### src/rtl/rc4_prga_stream.sv
// RC4 keystream (PRGA) engine: walks the encrypted ROM, swaps S entries, writes plaintext to D RAM
// and optionally screens each plaintext symbol against a printable window.
module rc4_prga_stream #(
  parameter int DATA_W       = 8,
  parameter int MSG_LEN      = 32,
  parameter int K_W          = $clog2(MSG_LEN),
  parameter int RD_LAT       = 2,
  parameter bit CHECK_EN     = 1'b1,
  parameter bit ABORT_ON_BAD = 1'b1,
  parameter int CHAR_LO      = 97,
  parameter int CHAR_HI      = 122,
  parameter int CHAR_SP      = 32
) (
  input  logic              clk_i,
  input  logic              reset_i,
  input  logic              start_i,
  output logic              busy_o,
  output logic              done_o,
  output logic              key_valid_o,
  output logic [K_W-1:0]    fail_idx_o,
  output logic [DATA_W-1:0] s_addr_o,
  output logic [DATA_W-1:0] s_wdata_o,
  output logic              s_wren_o,
  input  logic [DATA_W-1:0] s_rdata_i,
  output logic [K_W-1:0]    e_addr_o,
  input  logic [DATA_W-1:0] e_rdata_i,
  output logic [K_W-1:0]    d_addr_o,
  output logic [DATA_W-1:0] d_wdata_o,
  output logic              d_wren_o
);

  typedef enum logic [3:0] {
    IDLE, RD_I, RD_J, WR_I, WR_J, RD_F, WR_D, CHECK, DONE
  } state_t;

  localparam logic [K_W-1:0] LAST_K = K_W'(MSG_LEN - 1);
  localparam logic [1:0]     LAT_M  = 2'(RD_LAT);

  state_t            state_q, state_d;
  logic [DATA_W-1:0] i_q, i_d, j_q, j_d, si_q, si_d, sj_q, sj_d, pt_q, pt_d;
  logic [K_W-1:0]    k_q, k_d, badIdx_q, badIdx_d;
  logic [1:0]        wait_q, wait_d;
  logic              badSeen_q, badSeen_d;
  logic              busy_q, busy_d, done_q, done_d, keyValid_q, keyValid_d;
  logic [K_W-1:0]    failIdx_q, failIdx_d, eAddr_q, eAddr_d, dAddr_q, dAddr_d;
  logic [DATA_W-1:0] sAddr_q, sAddr_d, sWdata_q, sWdata_d, dWdata_q, dWdata_d;
  logic              sWren_q, sWren_d, dWren_q, dWren_d;
  logic              waitDone, ptOk, checkBad;

  assign waitDone = (wait_q == LAT_M);
  assign ptOk     = ((pt_q >= DATA_W'(CHAR_LO)) && (pt_q <= DATA_W'(CHAR_HI)))
                    || (pt_q == DATA_W'(CHAR_SP));
  assign checkBad = CHECK_EN && !ptOk;

  // Every bus is loaded on the edge that enters the state using it, so outputs are pure registers.
  always_comb begin
    state_d    = state_q;
    i_d        = i_q;
    j_d        = j_q;
    si_d       = si_q;
    sj_d       = sj_q;
    pt_d       = pt_q;
    k_d        = k_q;
    badIdx_d   = badIdx_q;
    badSeen_d  = badSeen_q;
    wait_d     = wait_q;
    busy_d     = busy_q;
    done_d     = 1'b0;
    keyValid_d = keyValid_q;
    failIdx_d  = failIdx_q;
    sAddr_d    = sAddr_q;
    sWdata_d   = sWdata_q;
    sWren_d    = 1'b0;
    eAddr_d    = eAddr_q;
    dAddr_d    = dAddr_q;
    dWdata_d   = dWdata_q;
    dWren_d    = 1'b0;
    case (state_q)
      IDLE: begin
        i_d       = '0;
        j_d       = '0;
        k_d       = '0;
        badSeen_d = 1'b0;
        wait_d    = '0;
        if (start_i) begin
          i_d        = DATA_W'(1);
          sAddr_d    = DATA_W'(1);
          busy_d     = 1'b1;
          keyValid_d = 1'b0;
          failIdx_d  = '0;
          state_d    = RD_I;
        end
      end
      RD_I: begin
        if (waitDone) begin
          si_d    = s_rdata_i;
          j_d     = j_q + s_rdata_i;
          sAddr_d = j_q + s_rdata_i;
          wait_d  = '0;
          state_d = RD_J;
        end else begin
          wait_d = wait_q + 2'd1;
        end
      end
      RD_J: begin
        if (waitDone) begin
          sj_d     = s_rdata_i;
          sAddr_d  = i_q;
          sWdata_d = s_rdata_i;
          sWren_d  = 1'b1;
          wait_d   = '0;
          state_d  = WR_I;
        end else begin
          wait_d = wait_q + 2'd1;
        end
      end
      WR_I: begin
        // Writing S[j] second means S[i] keeps si when i == j.
        sAddr_d  = j_q;
        sWdata_d = si_q;
        sWren_d  = 1'b1;
        state_d  = WR_J;
      end
      WR_J: begin
        sAddr_d = si_q + sj_q;
        eAddr_d = k_q;
        state_d = RD_F;
      end
      RD_F: begin
        if (waitDone) begin
          pt_d     = s_rdata_i ^ e_rdata_i;
          dAddr_d  = k_q;
          dWdata_d = s_rdata_i ^ e_rdata_i;
          dWren_d  = 1'b1;
          wait_d   = '0;
          state_d  = WR_D;
        end else begin
          wait_d = wait_q + 2'd1;
        end
      end
      WR_D: state_d = CHECK;
      CHECK: begin
        if (checkBad && !badSeen_q) begin
          badSeen_d = 1'b1;
          badIdx_d  = k_q;
        end
        if ((checkBad && ABORT_ON_BAD) || (k_q == LAST_K)) begin
          state_d = DONE;
        end else begin
          k_d     = k_q + K_W'(1);
          i_d     = i_q + DATA_W'(1);
          sAddr_d = i_q + DATA_W'(1);
          state_d = RD_I;
        end
      end
      DONE: begin
        done_d     = 1'b1;
        busy_d     = 1'b0;
        keyValid_d = CHECK_EN ? !badSeen_q : 1'b1;
        failIdx_d  = badSeen_q ? badIdx_q : LAST_K;
        state_d    = IDLE;
      end
      default: state_d = IDLE;
    endcase
  end

  always_ff @(posedge clk_i) begin
    if (reset_i) begin
      state_q    <= IDLE;
      i_q        <= '0;
      j_q        <= '0;
      si_q       <= '0;
      sj_q       <= '0;
      pt_q       <= '0;
      k_q        <= '0;
      badIdx_q   <= '0;
      badSeen_q  <= 1'b0;
      wait_q     <= '0;
      busy_q     <= 1'b0;
      done_q     <= 1'b0;
      keyValid_q <= 1'b0;
      failIdx_q  <= '0;
      sAddr_q    <= '0;
      sWdata_q   <= '0;
      sWren_q    <= 1'b0;
      eAddr_q    <= '0;
      dAddr_q    <= '0;
      dWdata_q   <= '0;
      dWren_q    <= 1'b0;
    end else begin
      state_q    <= state_d;
      i_q        <= i_d;
      j_q        <= j_d;
      si_q       <= si_d;
      sj_q       <= sj_d;
      pt_q       <= pt_d;
      k_q        <= k_d;
      badIdx_q   <= badIdx_d;
      badSeen_q  <= badSeen_d;
      wait_q     <= wait_d;
      busy_q     <= busy_d;
      done_q     <= done_d;
      keyValid_q <= keyValid_d;
      failIdx_q  <= failIdx_d;
      sAddr_q    <= sAddr_d;
      sWdata_q   <= sWdata_d;
      sWren_q    <= sWren_d;
      eAddr_q    <= eAddr_d;
      dAddr_q    <= dAddr_d;
      dWdata_q   <= dWdata_d;
      dWren_q    <= dWren_d;
    end
  end

  assign busy_o      = busy_q;
  assign done_o      = done_q;
  assign key_valid_o = keyValid_q;
  assign fail_idx_o  = failIdx_q;
  assign s_addr_o    = sAddr_q;
  assign s_wdata_o   = sWdata_q;
  assign s_wren_o    = sWren_q;
  assign e_addr_o    = eAddr_q;
  assign d_addr_o    = dAddr_q;
  assign d_wdata_o   = dWdata_q;
  assign d_wren_o    = dWren_q;

endmodule

### config.mk
export PLATFORM = sky130hd
export DESIGN_NAME = rc4_prga_stream
export DESIGN_NICKNAME = d
export VERILOG_FILES = /design/src/rtl/rc4_prga_stream.sv
export SDC_FILE = /design/constraint.sdc
export NUM_CORES = 1
export LEC_CHECK = 0
export CAP_MARGIN = 10
export CORE_ASPECT_RATIO = 1.75
export CORE_UTILIZATION = 50
export CTS_CLUSTER_SIZE = 25
export DETAILED_ROUTE_END_ITERATION = 16
export GPL_ROUTABILITY_DRIVEN = 0
export HOLD_SLACK_MARGIN = 0.08
export PLACE_DENSITY = 0.76
export SLEW_MARGIN = 25
export SYNTH_ARGS = -nofsm -noshare
export SYNTH_HDL_FRONTEND = slang
export SYNTH_SLANG_ARGS = --single-unit
### constraint.sdc
create_clock -name clk_i -period 2 [get_ports clk_i]
set_clock_uncertainty 0.15 [all_clocks]
set_input_delay 0.4 -clock clk_i [delete_from_list [all_inputs] [get_ports clk_i]]
set_output_delay 0.4 -clock clk_i [all_outputs]
set_load 0.1 [all_outputs]
* Word level (Yosys, flattened, before mapping)
Cells that the tools add are included.
** Storage, ports and cells
- Flip-flop bits (word level) :: 93
- Bits of input ports :: 19
- Output and inout bits :: 44
- Logic and storage cells :: 104
** Operators by class
- $add $sub $neg :: 5
- $lt $le $gt $ge :: 2
- Equal/unequal tests :: 17
- Multiplexer cells :: 32
- Bitwise gates (word level) :: 2
- Reduce and logical (&&, ||, !) cells :: 26
** Operator list (count)
- $pmux 8 s2 :: 3
- $pmux 8 s6 :: 1
- $mux 8 :: 5
- $pmux 4 s8 :: 1
- $mux 4 :: 5
- $pmux 5 s2 :: 2
- $reduce_and 2->1 :: 9
- $add 8x8->8 :: 2
- $eq 4x3->1 const B :: 4
- $mux 5 :: 3
- $ne 2x2->1 const B :: 6
- $reduce_bool 2->1 :: 5
- $add 8x1->8 const B :: 1
- $eq 4x2->1 const B :: 2
- $eq 8x6->1 const B :: 1
- $ge 8x7->1 const B :: 1
- $le 8x7->1 const B :: 1
- $pmux 1 s2 :: 4
- $xor 8x8->8 :: 1
- $mux 1 :: 6
- $reduce_bool 6->1 :: 1
- $add 5x1->5 const B :: 1
- $eq 5x5->1 const B :: 1
- $reduce_and 5->1 :: 1
- other kinds (14) :: 17

* Longest topological paths before layout
Gate-level depths: netlist of the first run.
- Depth after elaboration :: 7
- Gate-level depth with buffers :: 9
- Gate-level depth less buffers :: 8

* Worst setup path after synthesis of the first run
Ideal clock, no wire load.
- Path type :: register to register
- Start :: register, netlist name d_wdata_o[6]
- End :: register sAddr_q[7], in the netlist s_addr_o[7]
- Setup time :: 63 ps
- Data arrival time :: 2382 ps
- Path slack :: -595 ps
- Cell stages (with the launch flop) :: 7
- Path buffers :: 0
- Period minus slack after synthesis :: 2595 ps
- Path through :: dfxtp_1 > or3b_1 > mux2_4 > a31oi_4 > nor2_4 > or3b_1 > nand3_1
** RTL lines
- end signal: assignment :: line 205 : sAddr_q <= sAddr_d;
- end: declaration :: line 46 : logic [DATA_W-1:0] sAddr_q, sAddr_d, sWdata_q, sWdata_d, dWdata_q, dWdata_d;

* Final worst setup path of the first run
- Start :: register si_q[0]
- End :: register sAddr_q[6], in the netlist s_addr_o[6]
** On the way
- Cells in the longest elaborated chain, start to end :: 2
** RTL lines
- start: declaration :: line 40 : logic [DATA_W-1:0] i_q, i_d, j_q, j_d, si_q, si_d, sj_q, sj_d, pt_q, pt_d;
- start signal: assignment :: line 194 : si_q <= si_d;
- $add 8x8->8 :: line 125 : sAddr_d = si_q + sj_q;
- $pmux 8 s6 :: line 78 : case (state_q)
Every way passes these cells.
A chain may end at the register's enable or synchronous reset.

==> out/results.ini, run 1 <==
[route]
route.antenna.remaining_nets=0
route.detailed.vias_per_inst=6.33
dr_total_vias=5379
totalWireLength_mm=18.0
firstDrtPassIters=6
route.detailed.drc=0
first_iter_violations=673
wire_per_inst_um=21.2

[cts]
clock-sinks=93
cts_inserted_buffers=9
worstSkewPairLatency_ps=360
cts_tree=done
cts.clk_slew.worst_paths_ps=70
clock_tree.htree_level_count=3
clock_tree.buffer_depth=2
cts-root-buf=sky130_fd_sc_hd__clkbuf_16

[timing]
final_setup_violating_endpoints=26
timing.final.hold_violations=0
worst_slew_margin_relative_to_its_limit=0.670
finalWorstSetupSlack_ps=-310
slew_viol_final=0
achievable_freq_mhz=433
fin_setup_tns_ps=-1700
layout_min_cycle_time_ps=2310
worst-slew-pin-transition_ps=495
timing.final.crit_share=1.15
rsz0062_at_grt=true

[setup_path]
timing.critical_path.required_ps=2090
worst_setup_start_kind=flop
setup.worst_path.class=flop to flop
cp.buffers_inverters=0
critical_path.slowest_cell=sky130_fd_sc_hd__fa_2
critical-path-top-delay-family=compound AO/OA/AOI/OAI gates
critPathArrivalTime_ps=2400
crit_path_largest_cell_delay_ps=390
cp_cell_sequence=ha_4, fa_2, a211oi_2, o21bai_1, a21oi_2, xor2_2, o211ai_1, a22o_1
critical_path.endpoint_type=flop
crit_path_max_fanout=3

[logic_synthesis]
synth_enable_flop_cells=0
ys.warnings.count=0
synth_area_leader_cell=sky130_fd_sc_hd__dfxtp_1
synth.yosys.seq_area_share=0.391
syn-mean-instance-area_um2=8.35
async_reset_ff_frac=0
yosysUniqueCellTypes=58
synth-seq-cells=93
synth_top_cells_by_area=sky130_fd_sc_hd__dfxtp_1, sky130_fd_sc_hd__nand2_1, sky130_fd_sc_hd__a21oi_1
dominantRegCellSynth=sky130_fd_sc_hd__dfxtp_1
synthesis.area_um2=4760
syn-instance-count=570
synth_largest_type_area_fraction=0.391
synth_fp_nets=608

[floorplan]
dieHeight_um=131
total_die_area_um2=9930
num_io_pins=63
row_count=46
initial_core_util=0.520
core_area_um2=9150
floorplan.die.width_um=75.8

[outcome]
violations=negative setup slack
status=finished with violations

[place]
port_buffers=62
dp_slack_ps=-742
detailed_place_hpwl_mm=11.7

[grt]
first_global_vias=5193
grt_first_pass_wirelength_mm=25.9
grt_use_total=0.351
maximum_number_of_pins_on_one_net_before_global_route_repair=47
grt_remaining_overflow=0
grt_antenna_before_repair=0

[cells_and_area]
layout-drive-gt1-share=0.377
areaGrowthSynthToFinish_pct=56.8
n_antenna_cell=0
fin_nets=763
fillCellCount=485

[power_and_ir_drop]
leakagePower_uw=0.00287
total_power_uw=4730
power_per_cell_area_nw_per_um2=634
vdd.ir_drop.worst_mv=0.460

[min_path]
hold_class=primary input to flop

[job]
drv_cap=0

[layout make-up]
| type | count | area [µm²] | share of cell area |
|---|---|---|---|
| clock buffer | 10 | 239 | 0.0320 |
| clock inverter | 6 | 52.6 | 0.00704 |
| inverter | 1 | 3.75 | 0.000503 |
| multi-input combinational | 449 | 3170 | 0.425 |
| sequential | 93 | 1900 | 0.254 |
| tap | 120 | 150 | 0.0201 |
| timing repair buffer | 171 | 1950 | 0.261 |
[cells by family (layout without fill, tap and decap cells)]
logic type,count (synthesis),count (layout),share of synthesized area
AOI/OAI and AO/OA,163,163,0.220
and+or+nand+nor,229,230,0.234
buffers and inverters,29,188,0.0273
adders and majority gates,19,19,0.0531
DFF,93,93,0.391
muxes,19,19,0.0412
xor gates and xnor gates,18,18,0.0331
[final timing paths]
kind | from | depth (start not counted) | slack [ps] | end
max | si_q[0] | 8 | -310 | s_addr_o[6]
min | reset_i | 3 | 220 | state_q[2]
max reg2reg | si_q[0] | 8 | -310 | s_addr_o[6]
min reg2reg | sj_q[2] | 2 | 330 | sj_q[2]
[power by group]
part | switching, µW | internal [µW] | total, µW
clock network | 796 | 901 | 1700
registers | 55.3 | 1890 | 1940
logic | 614 | 480 | 1090
total | 1470 | 3270 | 4730
[layer usage]
layer / up-vias / global-route usage / share of wire
li1: 2365 / - / -
met1: 2530 / 0.356 / 0.34
met2: 371 / 0.605 / 0.53
met3: 113 / 0.0644 / 0.064
met4: 0 / 0.254 / 0.068
met5: - / 0 / 0
[Yosys cell counts, drive strengths merged (6+ instances only)]
library cell / instances
a21oi: 55
or2: 6
a21o: 7
mux2i: 17
a211oi: 19
dfxtp: 93
nand3: 10
clkbuf: 17
buf: 11
a22o: 6
a31oi: 14
o21ai: 26
nor2: 58
nand2b: 15
and3: 6
ha: 17
nor2b: 9
xnor2: 13
nand2: 92
o22ai: 6
nor3: 10
[what timing repair did]
item	4_1_cts	5_1_grt
pin swaps	28	32
endpoints found under the setup margin	42	58
resized for setup	58	60
buffers inserted	4	6
cloned	1	0
endpoints found under the hold margin	0	0
hold buffers	0	0
[worst register-to-register path, delay by kind of cell, from the launching register on]
kind	cells	cell delay, ps
xor+xnor	1	260
compound gates	5	890
fa+ha+maj	2	560
flops	1	340
[stage by stage]
step / hold WS (ps) / cell area, µm² / instances / util
3_3_place_gp: 297 / 6700 / 826 / 0.732
2_1_floorplan: 290 / 4830 / 570 / -
5_1_grt: 240 / 7470 / 850 / 0.816
6_report: 218 / 7470 / 850 / 0.816
4_1_cts: 218 / 7260 / 847 / 0.793
3_5_place_dp: 311 / 6700 / 826 / 0.732
[cell usage in the layout, fill, tap and decap left out, types with 7 or more instances in the layout]
| cell | instances |
|---|---|
| sky130_fd_sc_hd__a31oi_1 | 13 |
| sky130_fd_sc_hd__ha_4 | 9 |
| sky130_fd_sc_hd__mux2i_1 | 15 |
| sky130_fd_sc_hd__nand3_1 | 9 |
| sky130_fd_sc_hd__buf_4 | 95 |
| sky130_fd_sc_hd__dfxtp_2 | 15 |
| sky130_fd_sc_hd__a21oi_1 | 47 |
| sky130_fd_sc_hd__a21o_1 | 7 |
| sky130_fd_sc_hd__clkbuf_16 | 9 |
| sky130_fd_sc_hd__nand2b_1 | 14 |
| sky130_fd_sc_hd__nand2_1 | 86 |
| sky130_fd_sc_hd__dfxtp_1 | 73 |
| sky130_fd_sc_hd__ha_1 | 8 |
| sky130_fd_sc_hd__o21ai_1 | 7 |
| sky130_fd_sc_hd__nor2b_1 | 8 |
| sky130_fd_sc_hd__clkdlybuf4s50_1 | 10 |
| sky130_fd_sc_hd__a211oi_2 | 8 |
| sky130_fd_sc_hd__buf_6 | 10 |
| sky130_fd_sc_hd__a211oi_1 | 11 |
| sky130_fd_sc_hd__o21ai_0 | 14 |
| sky130_fd_sc_hd__nor2_4 | 7 |
| sky130_fd_sc_hd__nor2_1 | 46 |
| sky130_fd_sc_hd__a21oi_2 | 8 |
| sky130_fd_sc_hd__xnor2_1 | 12 |
| sky130_fd_sc_hd__buf_12 | 48 |
[state kept, by name (all words and copies together), names as in the netlist]
signal / count
badIdx_q: 5
badSeen_q: 1
busy_o: 1
d_addr_o: 5
d_wdata_o: 8
d_wren_o: 1
done_o: 1
e_addr_o: 5
fail_idx_o: 5
i_q: 8
j_q: 8
k_q: 5
key_valid_o: 1
s_addr_o: 8
s_wdata_o: 8
s_wren_o: 1
si_q: 8
sj_q: 8
state_q: 4
wait_q: 2
(Power assumes the default switching activity.)
==> run 2: changes to the inputs <==
CAP_MARGIN = 20   (was 10)
==> results of run 2 <==
Same layout as run 1: the final DEF is identical, and so are final timing and power.
